===== src/rtl/vga_scan_controller.sv =====
// Parametrised VGA raster front end: sync/blank timing, row/col/linear address
// from counters, and NUM_WIN overlay windows with per-window local pixel addresses.
module vga_scan_controller #(
    parameter int H_ACTIVE = 640,
    parameter int H_FP     = 16,
    parameter int H_SYNC   = 96,
    parameter int H_BP     = 48,
    parameter int V_ACTIVE = 480,
    parameter int V_FP     = 10,
    parameter int V_SYNC   = 2,
    parameter int V_BP     = 33,
    parameter bit HS_POL   = 1'b0,
    parameter bit VS_POL   = 1'b0,
    parameter int NUM_WIN  = 4,
    parameter int COORD_W  = 10,
    parameter int ADDR_W   = 19,
    parameter int WADDR_W  = 18,
    parameter int FRAME_W  = 32
) (
    input  logic                                             iVGA_CLK,
    input  logic                                             reset,
    input  logic [NUM_WIN-1:0]                               win_en,
    input  logic [NUM_WIN*COORD_W-1:0]                       win_x0,
    input  logic [NUM_WIN*COORD_W-1:0]                       win_y0,
    input  logic [NUM_WIN*COORD_W-1:0]                       win_w,
    input  logic [NUM_WIN*COORD_W-1:0]                       win_h,
    output logic                                             oHS,
    output logic                                             oVS,
    output logic                                             oBLANK_n,
    output logic [COORD_W-1:0]                               row,
    output logic [COORD_W-1:0]                               col,
    output logic [ADDR_W-1:0]                                ADDR,
    output logic [NUM_WIN-1:0]                               win_hit,
    output logic                                             win_any,
    output logic [((NUM_WIN > 1) ? $clog2(NUM_WIN) : 1)-1:0] win_sel,
    output logic [NUM_WIN*WADDR_W-1:0]                       win_addr,
    output logic                                             frame_start,
    output logic [FRAME_W-1:0]                               frame_count
);

    localparam int SEL_W   = (NUM_WIN > 1) ? $clog2(NUM_WIN) : 1;
    localparam int H_TOTAL = H_ACTIVE + H_FP + H_SYNC + H_BP;
    localparam int V_TOTAL = V_ACTIVE + V_FP + V_SYNC + V_BP;
    localparam int HC_W    = $clog2(H_TOTAL + 1);
    localparam int VC_W    = $clog2(V_TOTAL + 1);

    localparam logic [HC_W-1:0] H_ACT_C  = HC_W'(H_ACTIVE);
    localparam logic [HC_W-1:0] HS_BEG_C = HC_W'(H_ACTIVE + H_FP);
    localparam logic [HC_W-1:0] HS_END_C = HC_W'(H_ACTIVE + H_FP + H_SYNC);
    localparam logic [HC_W-1:0] H_LAST_C = HC_W'(H_TOTAL - 1);
    localparam logic [VC_W-1:0] V_ACT_C  = VC_W'(V_ACTIVE);
    localparam logic [VC_W-1:0] VS_BEG_C = VC_W'(V_ACTIVE + V_FP);
    localparam logic [VC_W-1:0] VS_END_C = VC_W'(V_ACTIVE + V_FP + V_SYNC);
    localparam logic [VC_W-1:0] V_LAST_C = VC_W'(V_TOTAL - 1);

    logic [HC_W-1:0]            h_cnt;
    logic [VC_W-1:0]            v_cnt;
    logic                       frame_px;
    logic                       active;
    logic                       hs_now;
    logic                       vs_now;
    logic [COORD_W-1:0]         col_now;
    logic [COORD_W-1:0]         row_now;

    logic [NUM_WIN-1:0]         en_s;
    logic [NUM_WIN*COORD_W-1:0] x0_s;
    logic [NUM_WIN*COORD_W-1:0] y0_s;
    logic [NUM_WIN*COORD_W-1:0] w_s;
    logic [NUM_WIN*COORD_W-1:0] h_s;
    logic [NUM_WIN-1:0]         cfg_en;
    logic [NUM_WIN*COORD_W-1:0] cfg_x0;
    logic [NUM_WIN*COORD_W-1:0] cfg_y0;
    logic [NUM_WIN*COORD_W-1:0] cfg_w;
    logic [NUM_WIN*COORD_W-1:0] cfg_h;

    logic [NUM_WIN-1:0]         hit;
    logic [SEL_W-1:0]           sel;
    logic [ADDR_W-1:0]          addr_cnt;
    logic [WADDR_W-1:0]         wcnt [NUM_WIN];
    logic                       started;

    assign frame_px = (h_cnt == '0) && (v_cnt == '0);
    assign active   = (h_cnt < H_ACT_C) && (v_cnt < V_ACT_C);
    assign hs_now   = (h_cnt >= HS_BEG_C) && (h_cnt < HS_END_C);
    assign vs_now   = (v_cnt >= VS_BEG_C) && (v_cnt < VS_END_C);
    assign col_now  = COORD_W'(h_cnt);
    assign row_now  = COORD_W'(v_cnt);

    // Pixel (0,0) already belongs to the new frame, so it sees the config being captured.
    assign cfg_en = frame_px ? win_en : en_s;
    assign cfg_x0 = frame_px ? win_x0 : x0_s;
    assign cfg_y0 = frame_px ? win_y0 : y0_s;
    assign cfg_w  = frame_px ? win_w  : w_s;
    assign cfg_h  = frame_px ? win_h  : h_s;

    // One extra bit on the upper bound keeps lo+len from wrapping.
    function automatic logic in_span(input logic [COORD_W-1:0] pos,
                                     input logic [COORD_W-1:0] lo,
                                     input logic [COORD_W-1:0] len);
        logic [COORD_W:0] hi;
        hi = {1'b0, lo} + {1'b0, len};
        return (len != '0) && (pos >= lo) && ({1'b0, pos} < hi);
    endfunction

    // NOTE: every always_comb output gets a default first so no path can infer a latch.
    always_comb begin
        hit = '0;
        for (int i = 0; i < NUM_WIN; i++) begin
            hit[i] = active && cfg_en[i]
                && in_span(col_now, cfg_x0[i*COORD_W +: COORD_W], cfg_w[i*COORD_W +: COORD_W])
                && in_span(row_now, cfg_y0[i*COORD_W +: COORD_W], cfg_h[i*COORD_W +: COORD_W]);
        end
    end

    always_comb begin
        sel = '0;
        for (int i = NUM_WIN - 1; i >= 0; i--) begin
            if (hit[i]) sel = SEL_W'(i);
        end
    end

    // NOTE: state is updated with non-blocking assignments so all flops see pre-edge values.
    always_ff @(posedge iVGA_CLK) begin
        if (reset) begin
            h_cnt <= '0;
            v_cnt <= '0;
        end else if (h_cnt == H_LAST_C) begin
            h_cnt <= '0;
            v_cnt <= (v_cnt == V_LAST_C) ? '0 : v_cnt + 1'b1;
        end else begin
            h_cnt <= h_cnt + 1'b1;
        end
    end

    always_ff @(posedge iVGA_CLK) begin
        if (reset) begin
            oHS         <= ~HS_POL;
            oVS         <= ~VS_POL;
            oBLANK_n    <= 1'b0;
            row         <= '0;
            col         <= '0;
            ADDR        <= '0;
            addr_cnt    <= '0;
            win_hit     <= '0;
            win_any     <= 1'b0;
            win_sel     <= '0;
            win_addr    <= '0;
            frame_start <= 1'b0;
            frame_count <= '0;
            started     <= 1'b0;
            en_s        <= '0;
            x0_s        <= '0;
            y0_s        <= '0;
            w_s         <= '0;
            h_s         <= '0;
            for (int i = 0; i < NUM_WIN; i++) wcnt[i] <= '0;
        end else begin
            oHS         <= hs_now ? HS_POL : ~HS_POL;
            oVS         <= vs_now ? VS_POL : ~VS_POL;
            oBLANK_n    <= active;
            frame_start <= frame_px;
            win_hit     <= hit;
            win_any     <= |hit;
            win_sel     <= sel;

            if (frame_px) begin
                en_s    <= win_en;
                x0_s    <= win_x0;
                y0_s    <= win_y0;
                w_s     <= win_w;
                h_s     <= win_h;
                started <= 1'b1;
                // The first frame after reset is frame 0; later starts count completed frames.
                if (started) frame_count <= frame_count + 1'b1;
            end

            if (active) begin
                row      <= row_now;
                col      <= col_now;
                ADDR     <= frame_px ? '0 : addr_cnt;
                addr_cnt <= frame_px ? ADDR_W'(1) : addr_cnt + 1'b1;
            end

            for (int i = 0; i < NUM_WIN; i++) begin
                if (hit[i]) begin
                    win_addr[i*WADDR_W +: WADDR_W] <= frame_px ? '0 : wcnt[i];
                    wcnt[i]                        <= frame_px ? WADDR_W'(1) : wcnt[i] + 1'b1;
                end else if (frame_px) begin
                    win_addr[i*WADDR_W +: WADDR_W] <= '0;
                    wcnt[i]                        <= '0;
                end
            end
        end
    end

endmodule


===== config.mk =====
export PLATFORM = sky130hd
export DESIGN_NAME = vga_scan_controller
export DESIGN_NICKNAME = d
export VERILOG_FILES = /design/src/rtl/vga_scan_controller.sv
export SDC_FILE = /design/constraint.sdc
export NUM_CORES = 1
export LEC_CHECK = 0
export ABC_AREA = 1
export CORE_MARGIN = 2
export CORE_UTILIZATION = 50
export CTS_CLUSTER_SIZE = 20
export DETAILED_ROUTE_END_ITERATION = 8
export PLACE_DENSITY = 0.73
export REMOVE_ABC_BUFFERS = 1
export SETUP_SLACK_MARGIN = 0.02
export SYNTH_ARGS = -nofsm -noshare
export SYNTH_HDL_FRONTEND = slang
export SYNTH_SLANG_ARGS = --single-unit

===== constraint.sdc =====
create_clock -name iVGA_CLK -period 14.1 [get_ports iVGA_CLK]
set_input_delay 2.115 -clock iVGA_CLK [delete_from_list [all_inputs] [get_ports iVGA_CLK]]
set_output_delay 2.115 -clock iVGA_CLK [all_outputs]
set_load 0.02 [all_outputs]

# After elaboration in Yosys (flattened, before gate mapping)
# Memory sizes are Yosys's and may differ from the RTL's.
# Index checks and enable logic that the tools add are counted.
word_totals:
  mem_count: 1
  out_inout_bits: 154
  elab_cells: 186
  inputBits: 166
  mem_bits_rw: 72
  reg_bits: 358
mem_list:
  columns: ["memory", "depth", "width", "rd", "rd_clocked_by_memory_dff", "write_ports", "line", "text"]
  rows:
  - ["wcnt", 4, 18, 4, 0, 4, "79", "logic [WADDR_W-1:0] wcnt [NUM_WIN];"]
classes:
  n_eq_ne: 2
  order_cmp: 22
  muxes: 61
  n_reduce_logical: 51
  n_bitwise: 8
  add_sub_neg: 16
op_table:
  columns: ["op", "count"]
  rows:
  - ["$mux 18", 21]
  - ["$mux 40", 4]
  - ["$add 10x10->11", 8]
  - ["$lt 10x11->1", 8]
  - ["$ge 10x10->1", 8]
  - ["$reduce_bool 10->1", 8]
  - ["$add 18x1->18 const B", 4]
  - ["$mux 19", 2]
  - ["$add 32x1->32 const B", 1]
  - ["$logic_and 1x1->1", 32]
  - ["$mux 1", 30]
  - ["$add 10x1->10 const B", 2]
  - ["$eq 10x10->1 const B", 2]
  - ["$logic_not 10->1", 2]
  - ["$lt 10x10->1 const B", 2]
  - ["$lt 10x9->1 const B", 2]
  - ["$add 19x1->19 const B", 1]
  - ["$ge 10x10->1 const B", 1]
  - ["$ge 10x9->1 const B", 1]
  - ["$mux 10", 1]
  - ["$or 1x1->1", 8]
  - ["$reduce_bool 2->1", 4]
  - ["$mux 2", 2]
  - ["$mux 4", 1]
  - ["other kinds (4)", 5]

# Longest topological paths before layout
depth:
  ltp_word: 13
  mapped_depth: 38
  depth_no_buf: 34

# Least setup slack after synthesis
# OpenSTA, ideal clock, no wires.
synth_path:
  kind: "input -> register"
  start: "input win_w[30]"
  end: "memory wcnt[3][0], enable pin"
  t_required_ns: 13.727
  arrival_ns: 5.270
  path_stages: 24
  path_buffers: 1
  slack_ns: 8.458
  setup_time_ns: 0.373
  path_cell_list: "o21ai_0 inv_1 ha_1 inv_1 fa_1 o21ai_0 a21oi_1 o21ai_0 xor2_1 ha_1 nand2_1 a21oi_1 nor2_1 nand3_1 nand2_1 nand2_1 nand2_1 nand2_1 nand3b_1 nand4_1 nor2_4 nor2_4 buf_2 inv_1"
synth_rtl:
  columns: ["item", "line", "text"]
  rows:
  - ["from (decl)", "25", "input logic [NUM_WIN*COORD_W-1:0] win_w,"]
  - ["to (decl)", "79", null]

==> flow_summary.ini <==
[cts]
cts.sinks = 430
cts_resized = 0
cts_tree = yes
holdBufCountCts = 0
cts_buffers = 50
postCtsSetupRepairBufs = 0
ctsRootBufferMaster = clkbuf_16
clkLatencyLatePin_ps = 610
path_clk_slew_ps = 60
htreeDepth = 2
clockBufferDepth = 3

[route]
drt_wl_total_microns = 70900
wire_per_inst_microns = 15.7
num_vias = 23400
drt_iter0_drc = 1453
dr.pass1.iters = 7
drc = 0
via_per_inst = 5.18
final_antenna_net_count = 0

[floorplanning]
die_h_microns = 231
ios = 320
core_area_sq_um = 51100
row_count = 83
start_util_pct = 50.4
die_area_sq_um = 53300
die_w_microns = 231

[sta]
finalClockSkew_ps = 18.5
slew_viol_final = 0
holdWs_ps = 451
finalHoldViolCount = 0
fin_crit_ps = 7820
fin_tns_setup_ps = 0
tightest_slew_ps = 1020
final.period_utilization_pct = 55.5
max-slew-margin-rel_pct = 31.9
finalSetupViolCount = 0
rsz0062_at_grt = false
fmax_mhz = 128

[worst_setup_path]
cp.buffers_inverters = 6
arrival_ps = 7970
worst_path_max_delay_cell = inv_2
r2r-start = col_now[0]
critPathLaunchType = flip-flop
r2r_end = wcnt[2][6]
worstSetupPathType = flip-flop to flip-flop
max_stage_delay_ps = 710
worst_ep_required_time_ps = 14250
endpoint_kind = flip-flop
crit_top_cell = nand2_1
critical_path.top_delay_family = simple AND/OR/NAND/NOR gates
cp_max_fo = 44
r2r_cells = 32
r2r_slack_ps = 6280

[placement]
dp_hpwl_microns = 51600
port_buffers = 319
gp_congestion = 0.905

[cells_and_area]
drive_above_1_share_pct = 5.96
syn_to_final_growth_pct = 20.2
nets = 4178

[run]
max_cap_violations = 0

[grt]
track_usage_pct = 26.5
gr-total-overflow = 0
antenna_found_initial = 1
grt_first_pass_wirelength_microns = 114000
first_global_vias = 22000
grt_max_degree = 79

[yosys]
async_flop_share_pct = 0
yosysSeqAreaShare_pct = 36.2
ys_warn_count = 0
netlist_area_sq_um = 25800
syn-instance-count = 3511
synth_top_area_share_pct = 27.8
yosysMostFrequentCell = nand2_1
synth_edf_count = 72
ys.flop_type = dfxtp_1
synth-seq-cells = 430
synthTopCellsByArea = dfxtp_1, nand2_1, ha_1
yosysUniqueCellTypes = 62
synthTopCellsByCount = nand2_1, inv_1, nor2_1
avgSynthCellArea_sq_um = 7.34
yosysTopAreaCell = dfxtp_1

[min_path]
hold_class = flip-flop to flip-flop
hold_end = win_addr[59]
hold_start = win_addr[59]
hold_depth = 2

[run_status]
status = finished, final reports clean

[pwr]
leakagePower_nw = 14.3
p_per_area_nw_per_um2 = 120
peakVddDrop_v = 0.0000938
==> worst max-delay path by stage <==
stage	startpoint	end	slack [ps]	cells after the start
final	col_now[0]	wcnt[2][6]	6280	32
after global routing	row_now[1]	wcnt[2][12]	5660	32
after CTS	col_now[0]	wcnt[2][12]	6430	32
after detailed placement	col_now[0]	wcnt[2][12]	6480	32
after global placement	row_now[1]	wcnt[2][11]	6550	32
after floorplan	row_now[1]	wcnt[3][0]	6870	31
==> final cells by class <==
class / count / area (sq um)
Multi-Input combinational cell: 2459 / 13900
Clock inverter: 22 / 221
Clock buffer: 71 / 1430
Tap cell: 680 / 851
Sequential cell: 430 / 9330
Antenna cell: 2 / 5.00
Timing Repair Buffer: 334 / 3310
Fill cell: 4737 / 20100
Inverter: 508 / 1910
==> cell usage in the layout, fill, tap and decap left out, drive strengths merged, types with 9 or more instances in the layout <==
cell type,count
dfxtp,358
o31ai,11
nand4,94
nor3,78
nand3,229
nor4,13
nor2,413
o21a,9
xor2,65
edfxtp,72
xnor2,47
a21boi,10
clkbuf,71
or2,18
a21oi,171
inv,508
clkinv,17
o21ai,182
clkdlybuf4s50,318
ha,227
o21bai,10
buf,16
a211oi,21
nor3b,11
nand2,816
==> per-stage QoR <==
stage / total power, mW / cells / utilization, % / cell area, sq um / worst slack, ps
6_report: 3.73 / 4506 / 60.6 / 31000 / 6280
5_1_grt: 3.96 / 4505 / 60.6 / 31000 / 5660
3_3_place_gp: 2.42 / 4411 / 57.3 / 29300 / 6550
2_1_floorplan: 2.16 / 3397 / - / 25100 / 6870
3_5_place_dp: 2.44 / 4411 / 57.3 / 29300 / 6480
4_1_cts: 3.74 / 4504 / 60.6 / 30900 / 6430
==> registers in the layout, indices dropped and copies added, names as in the netlist <==
signal       flops
started          1
win_sel          2
win_addr        72
oHS              1
w_s             40
col             10
win_any          1
addr_cnt        19
oVS              1
y0_s            40
h_s             40
en_s             4
row             10
oBLANK_n         1
frame_start      1
wcnt            72
col_now         10
row_now         10
x0_s            40
win_hit          4
ADDR            19
frame_count     32
==> per-layer routing <==
layer	track usage (%)	routed length, microns
met1	35.4	31700
met2	43.7	32200
met3	2.93	4400
met4	10.6	2620
met5	0	0
==> cell families (layout without fill, tap and decap cells) <==
kind of cell | count (synthesis) | count (layout) | synth area share, %
flip-flops | 430 | 430 | 36.2
AO/OA/AOI/OAI | 431 | 431 | 9.45
buffers and inverters | 622 | 935 | 9.85
XOR/XNOR | 112 | 112 | 3.81
other | 0 | 2 | 0
adder cells (fa/ha/maj) | 229 | 229 | 11.2
AND/OR/NAND/NOR | 1683 | 1683 | 29.3
multiplexers | 4 | 4 | 0.155
==> worst register-to-register path, delay by kind of cell, from the launching register on <==
kind | cells | cell delay, ps
DFF | 1 | 330
xor gates and xnor gates | 1 | 70
and+or+nand+nor | 19 | 3840
buffers and inverters | 6 | 1790
AOI/OAI and AO/OA | 3 | 440
adders and majority gates | 3 | 880
==> report_power, final <==
part | switching, mW | internal (mW)
sequential | 0.0364 | 1.33
combinational | 0.658 | 0.404
clock | 0.540 | 0.764
No activity file was read; power rests on OpenSTA's default activity.
